<file path="src/rtl/uart_rx_fifo_if.sv">
// Receive stream between the UART receive FIFO head (master) and its consumer (slave).
interface uart_rx_fifo_if #(
    parameter int DATA_BITS = 8
);
    logic [DATA_BITS-1:0] rx_data;
    logic                 rx_valid;
    logic                 rx_ready;

    modport master (output rx_data, output rx_valid, input rx_ready);
    modport slave  (input rx_data, input rx_valid, output rx_ready);
endinterface

</file>
<file path="src/rtl/uart_rx_fifo.sv">
// Oversampling UART receiver feeding a show-ahead receive FIFO with sticky error flags.
// Parity checking (PARITY state, PARITY_ODD, parity_err) is compiled in with UART_RX_PARITY_EN.
//
// state   | meaning
// IDLE    | line idle, waiting for rxs low
// START   | mid start bit, reject glitches
// DATA    | sample data bits LSB first at bit centres
// PARITY  | sample parity bit (UART_RX_PARITY_EN only)
// STOP    | sample stop bit, push / drop / flag
// BREAK   | stop bit was low, wait for line to return high
module uart_rx_fifo #(
    parameter int CLKS_PER_BIT = 868,
    parameter int DATA_BITS    = 8,
    parameter int FIFO_DEPTH   = 16,
`ifdef UART_RX_PARITY_EN
    parameter bit PARITY_ODD   = 1'b0,
`endif
    localparam int PTR_W       = $clog2(FIFO_DEPTH)
) (
    input  logic             clk_r,
    input  logic             rst_r_n,
    input  logic             rx,
    uart_rx_fifo_if.master   rxq,
    output logic [PTR_W:0]   fifo_count,
    output logic             rx_busy,
    output logic             dma_rxend,
    output logic             frame_err,
    output logic             overrun,
`ifdef UART_RX_PARITY_EN
    output logic             parity_err,
`endif
    input  logic             err_clr
);
    localparam int CNT_W = $clog2(CLKS_PER_BIT);
    localparam int IDX_W = $clog2(DATA_BITS);
    localparam logic [CNT_W-1:0] CNT_HALF = CNT_W'(CLKS_PER_BIT / 2 - 1);
    localparam logic [CNT_W-1:0] CNT_LAST = CNT_W'(CLKS_PER_BIT - 1);
    localparam logic [IDX_W-1:0] IDX_LAST = IDX_W'(DATA_BITS - 1);

    typedef enum logic [2:0] {
        ST_IDLE,
        ST_START,
        ST_DATA,
`ifdef UART_RX_PARITY_EN
        ST_PARITY,
`endif
        ST_STOP,
        ST_BREAK
    } state_t;

    state_t               state;
    logic                 rx_meta;
    logic                 rxs;
    logic [CNT_W-1:0]     cnt;
    logic [IDX_W-1:0]     idx;
    logic [DATA_BITS-1:0] shift;
    logic [PTR_W:0]       wr_ptr;
    logic [PTR_W:0]       rd_ptr;
    logic [DATA_BITS-1:0] mem [FIFO_DEPTH];
    logic                 full;
    logic                 empty;
    logic                 pop;
    logic                 stop_sample;
    logic                 word_ok;
    logic                 push;
`ifdef UART_RX_PARITY_EN
    logic                 par_bad;
    logic                 par_mis;
`endif

    always_ff @(posedge clk_r or negedge rst_r_n) begin
        if (!rst_r_n) begin
            rx_meta <= 1'b1;
            rxs     <= 1'b1;
        end else begin
            rx_meta <= rx;
            rxs     <= rx_meta;
        end
    end

    // Pointers carry a wrap bit so full and empty are distinguishable without a counter.
    assign empty       = (wr_ptr == rd_ptr);
    assign full        = (wr_ptr[PTR_W] != rd_ptr[PTR_W]) &&
                         (wr_ptr[PTR_W-1:0] == rd_ptr[PTR_W-1:0]);
    assign pop         = !empty && rxq.rx_ready;
    assign stop_sample = (state == ST_STOP) && (cnt == CNT_LAST);
`ifdef UART_RX_PARITY_EN
    assign par_mis     = ((^shift) ^ rxs) != PARITY_ODD;
    assign word_ok     = stop_sample && rxs && !par_bad;
`else
    assign word_ok     = stop_sample && rxs;
`endif
    assign push        = word_ok && (!full || pop);

    assign rxq.rx_valid = !empty;
    assign rxq.rx_data  = mem[rd_ptr[PTR_W-1:0]];
    assign fifo_count   = wr_ptr - rd_ptr;

    always_ff @(posedge clk_r or negedge rst_r_n) begin
        if (!rst_r_n) begin
            state     <= ST_IDLE;
            cnt       <= '0;
            idx       <= '0;
            shift     <= '0;
            rx_busy   <= 1'b0;
            dma_rxend <= 1'b0;
            frame_err <= 1'b0;
            overrun   <= 1'b0;
`ifdef UART_RX_PARITY_EN
            parity_err <= 1'b0;
            par_bad    <= 1'b0;
`endif
        end else begin
            dma_rxend <= 1'b0;
            // Clear first so a set event later in this block wins.
            if (err_clr) begin
                frame_err <= 1'b0;
                overrun   <= 1'b0;
`ifdef UART_RX_PARITY_EN
                parity_err <= 1'b0;
`endif
            end
            case (state)
                ST_IDLE: begin
                    cnt <= '0;
                    if (!rxs) begin
                        state   <= ST_START;
                        rx_busy <= 1'b1;
                    end
                end
                ST_START: begin
                    if (cnt == CNT_HALF) begin
                        cnt <= '0;
                        idx <= '0;
`ifdef UART_RX_PARITY_EN
                        par_bad <= 1'b0;
`endif
                        if (!rxs) begin
                            state <= ST_DATA;
                        end else begin
                            state   <= ST_IDLE;
                            rx_busy <= 1'b0;
                        end
                    end else begin
                        cnt <= cnt + CNT_W'(1);
                    end
                end
                ST_DATA: begin
                    if (cnt == CNT_LAST) begin
                        cnt        <= '0;
                        shift[idx] <= rxs;
                        idx        <= idx + IDX_W'(1);
                        if (idx == IDX_LAST) begin
`ifdef UART_RX_PARITY_EN
                            state <= ST_PARITY;
`else
                            state <= ST_STOP;
`endif
                        end
                    end else begin
                        cnt <= cnt + CNT_W'(1);
                    end
                end
`ifdef UART_RX_PARITY_EN
                ST_PARITY: begin
                    if (cnt == CNT_LAST) begin
                        cnt     <= '0;
                        par_bad <= par_mis;
                        if (par_mis) parity_err <= 1'b1;
                        state   <= ST_STOP;
                    end else begin
                        cnt <= cnt + CNT_W'(1);
                    end
                end
`endif
                ST_STOP: begin
                    if (cnt == CNT_LAST) begin
                        cnt       <= '0;
                        dma_rxend <= 1'b1;
                        if (rxs) begin
                            state   <= ST_IDLE;
                            rx_busy <= 1'b0;
                        end else begin
                            frame_err <= 1'b1;
                            state     <= ST_BREAK;
                        end
                    end else begin
                        cnt <= cnt + CNT_W'(1);
                    end
                end
                ST_BREAK: begin
                    if (rxs) begin
                        state   <= ST_IDLE;
                        rx_busy <= 1'b0;
                    end
                end
                default: begin
                    state   <= ST_IDLE;
                    rx_busy <= 1'b0;
                end
            endcase
            if (word_ok && !push) overrun <= 1'b1;
        end
    end

    always_ff @(posedge clk_r or negedge rst_r_n) begin
        if (!rst_r_n) begin
            wr_ptr <= '0;
            rd_ptr <= '0;
            for (int i = 0; i < FIFO_DEPTH; i++) mem[i] <= '0;
        end else begin
            if (push) begin
                mem[wr_ptr[PTR_W-1:0]] <= shift;
                wr_ptr                 <= wr_ptr + (PTR_W + 1)'(1);
            end
            if (pop) rd_ptr <= rd_ptr + (PTR_W + 1)'(1);
        end
    end
endmodule

</file>
<file path="src/flat_wrapper.sv">
// flat-port wrapper written by rule: the top's interface ports become plain ports
module uart_rx_fifo_flat 
#(
    parameter int CLKS_PER_BIT = 868,
    parameter int DATA_BITS    = 8,
    parameter int FIFO_DEPTH   = 16,

    localparam int PTR_W       = $clog2(FIFO_DEPTH)
)
  (clk_r, rst_r_n, rx, fifo_count, rx_busy, dma_rxend, frame_err, overrun, err_clr, rxq_rx_data, rxq_rx_valid, rxq_rx_ready);
  uart_rx_fifo_if #(.DATA_BITS(DATA_BITS)) rxq_i ();
  input  logic clk_r;
  input  logic rst_r_n;
  input  logic rx;
  output logic [PTR_W:0] fifo_count;
  output logic rx_busy;
  output logic dma_rxend;
  output logic frame_err;
  output logic overrun;
  input  logic err_clr;
  output wire logic [$bits(rxq_i.rx_data)-1:0] rxq_rx_data;
  output wire logic [$bits(rxq_i.rx_valid)-1:0] rxq_rx_valid;
  input wire logic [$bits(rxq_i.rx_ready)-1:0] rxq_rx_ready;
  assign rxq_rx_data = rxq_i.rx_data;
  assign rxq_rx_valid = rxq_i.rx_valid;
  assign rxq_i.rx_ready = rxq_rx_ready;
  uart_rx_fifo #(.CLKS_PER_BIT(CLKS_PER_BIT), .DATA_BITS(DATA_BITS), .FIFO_DEPTH(FIFO_DEPTH)) u_core (.clk_r(clk_r), .rst_r_n(rst_r_n), .rx(rx), .rxq(rxq_i), .fifo_count(fifo_count), .rx_busy(rx_busy), .dma_rxend(dma_rxend), .frame_err(frame_err), .overrun(overrun), .err_clr(err_clr));
endmodule
</file>
<file path="config.mk">
export PLATFORM = sky130hd
export DESIGN_NAME = uart_rx_fifo_flat
export DESIGN_NICKNAME = d
export VERILOG_FILES = /design/src/rtl/uart_rx_fifo_if.sv /design/src/rtl/uart_rx_fifo.sv /design/src/flat_wrapper.sv
export SDC_FILE = /design/constraint.sdc
export NUM_CORES = 1
export LEC_CHECK = 0
export CAP_MARGIN = 40
export CELL_PAD_IN_SITES_DETAIL_PLACEMENT = 1
export CELL_PAD_IN_SITES_GLOBAL_PLACEMENT = 2
export CORE_AREA = 2 2 141 143
export CTS_CLUSTER_DIAMETER = 80
export DETAILED_ROUTE_END_ITERATION = 10
export DIE_AREA = 0 0 143 145
export PLACE_DENSITY_LB_ADDON = 0.1
export SYNTH_ARGS = -nofsm -noshare
export SYNTH_HDL_FRONTEND = slang
export SYNTH_SLANG_ARGS = --single-unit
export TNS_END_PERCENT = 1
</file>
<file path="constraint.sdc">
create_clock -name clk_r -period 3.57 [get_ports clk_r]
set_input_delay 0.5355 -clock clk_r [delete_from_list [all_inputs] [get_ports clk_r]]
set_output_delay 0.5355 -clock clk_r [all_outputs]
set_load 0.1 [all_outputs]
</file>
==> impl_metrics.py <==
metrics = {
    "outcome": {
        "outcome": "complete, no violations",
    },
    "sta": {
        "fin_skew_ps": 9.47,
        "tns_ps": 0,
        "hold_viol": 0,
        "worst_pin_slew_ps": 820,
        "relSlewSlack_pct": 45.3,
        "slew_viol_final": 0,
        "min_period_ps": 3050,
        "fin_crit_sh_pct": 85.6,
        "finalSetupViolations": 0,
        "fmax_ghz": 0.327,
        "holdWs_ps": 143,
        "rsz0062_at_grt": "no",
    },
    "route": {
        "antenna_left": 0,
        "routed_via_density": 5.66,
        "drt_iter0_drc": 239,
        "drc": 0,
        "vias": 5202,
        "wire_per_inst_um": 23.0,
        "dr.pass1.iters": 4,
        "drt_wl_total_um": 21200,
    },
    "setup_path": {
        "crit_slowest_cell": "mux4_2",
        "worstPathArrival_ps": 2520,
        "worst_r2r_path_depth": 7,
        "worstSetupStartpointType": "register",
        "r2r_slack_ps": 620,
        "cpMostUsedCell": "buf_4",
        "crit_family": "buffers and inverters",
        "critical_path.max_fanout": 23,
        "critPathCaptureType": "output pin",
        "path_cells": "buf_4 > mux4_2 > nand2_1 > and3_1 > a31oi_1 > buf_4",
        "required_ps": 3030,
        "slowest_delay_ps": 590,
        "crit_buf_inv": 2,
        "r2r_start": "u_core.rd_ptr[3]",
        "crit_type": "reg2out",
        "r2r-end": "u_core.mem[13]",
    },
    "clock_tree": {
        "insertion_delay_ps": 430,
        "cts.sink_count": 168,
        "hold_buffers": 0,
        "numCtsBuffers": 17,
        "clk_pin_slew_ps": 70,
        "clockRootBuffer": "clkbuf_16",
        "ctsResizeCount": 0,
        "clock_path_buffers": 2,
        "cts_setup_buffers": 0,
        "cts.htree.levels": 4,
        "cts_tree": "yes",
    },
    "global_routing": {
        "grt_usage_pct": 22.1,
        "grt_antenna_before_repair": 0,
        "grt_pass1_wl_um": 34200,
        "grt_max_degree": 84,
        "grt_overflow": 0,
        "grt_pass1_vias": 5824,
    },
    "final_layout": {
        "design_area_um2": 9540,
        "n_antenna_cell": 0,
        "fin_nets": 660,
        "regArea_um2": 4210,
        "layout-drive-gt1-share_pct": 39.4,
        "fillers": 1916,
        "multi_input_area_um2": 3880,
        "area_growth_pct": 14.8,
    },
    "placed_design": {
        "dpl-instance-area_um2": 8940,
        "gp_congestion": 0.894,
        "hpwl_um": 13900,
        "portBuffers": 22,
    },
    "logic_synthesis": {
        "synthFlopType": "dfrtp_1",
        "ys_ff_latch": 168,
        "synthesis.area_um2": 8320,
        "yosys-top-cells-count": "166 x dfrtp_1, 128 x mux2_2, 64 x nand2_1",
        "ys_warn_count": 0,
        "ys_async_sr_fraction_pct": 100,
        "synthDistinctLibCells": 54,
        "synth_area_leaders": "dfrtp_1 50%, mux2_2 17%, mux4_2 8.7%, nand2_1 2.9%, ha_1 2.0%",
        "syn_inst": 619,
        "synth.avg_cell_area_um2": 13.4,
        "yosys.area.top_type": "dfrtp_1",
        "ys_seq_area_share_pct": 50.6,
        "synth_top_area_share_pct": 50.0,
        "yosysMostFrequentCell": "dfrtp_1",
        "synth_edf_count": 0,
        "syn_nets": 638,
    },
    "floorplan": {
        "initial_utilization_pct": 43.3,
        "num_rows": 51,
        "die_x_um": 143,
        "dieHeight_um": 145,
        "core_area_um2": 19200,
        "die-area_um2": 20700,
        "pin_count": 23,
    },
    "run": {
        "cap_violations": 0,
    },
    "min_path": {
        "hold_class": "in2async",
    },
    "power": {
        "p_per_area_nw_per_um2": 607,
        "p_total_uw": 5800,
        "power.leakage_uw": 0.00429,
        "peakVddDrop_mv": 0.285,
    },
}
## cells by family after synthesis
family	Yosys count	share of synthesized area, %
and+or+nand+nor	158	11.5
AOI/OAI and AO/OA	44	3.73
DFF	168	50.6
adders and majority gates	14	2.20
muxes	170	27.7
xor gates and xnor gates	14	1.47
buffers and inverters	51	2.84
## flip-flops by register name, indices dropped and copies added, names as in the netlist
name	count
u_core.rxs	1
u_core.rd_ptr	5
u_core.rx_busy	1
u_core.overrun	1
u_core.dma_rxend	1
u_core.frame_err	1
u_core.rx_meta	1
u_core.cnt	10
u_core.state	3
u_core.mem	128
u_core.shift	8
u_core.idx	3
u_core.wr_ptr	5
## stage by stage
stage / util, % / std cells / worst slack (ps)
floorplan: - / 619 / -247
global placement: 46.2 / 883 / 698
detailed placement: 46.6 / 887 / 599
CTS: 49.7 / 919 / 450
global route: 49.7 / 919 / 370
finish: 49.7 / 919 / 515
## power by group
group          switching, uW  leakage, uW  internal, uW  total, uW
combinational           1350      0.00170           573       1920
clock                    836     0.000295          1070       1910
sequential              35.2      0.00230          1940       1970
total                   2220      0.00429          3580       5800
## metal layers
layer  wire [um]  vias up  global-route usage (%)
met4         452        0                    6.88
met3         676       24                    4.19
li1            -     2319                       -
met2       11200       88                    38.5
met5           0        -                       0
met1        8880     2771                    27.5
## worst max path at each step
stage,startpoint,endpoint,slack (ps),depth (start not counted)
after floorplan,u_core.rd_ptr[2],fifo_count[3],-250,6
after global placement,u_core.rd_ptr[3],u_core.mem[12],700,7
after detailed placement,u_core.rd_ptr[3],u_core.mem[13],600,7
after CTS,u_core.rd_ptr[0],rxq_rx_data[7],450,6
after global routing,u_core.rd_ptr[0],rxq_rx_data[1],370,6
final,u_core.rd_ptr[0],rxq_rx_data[7],520,6
## cells in the final DEF, fill, tap and decap left out, drive strengths merged, types with 10 or more instances in the layout
master  count
dfrtp     166
mux2      138
nand2      64
buf        33
mux4       32
inv        19
clkbuf     18
nor3       16
nand3      15
ha         13
nand4      12
xnor2      10
## area by class of cell
type                       instances  share of cell area [%]
sequential                       168                    44.1
multi-input combinational        400                    40.7
timing repair buffer              40                    4.86
clock buffer                      18                    4.60
tap                              265                    3.47
clock inverter                    14                    1.70
inverter                          14                   0.551
No activity file was read; power rests on OpenSTA's default activity.
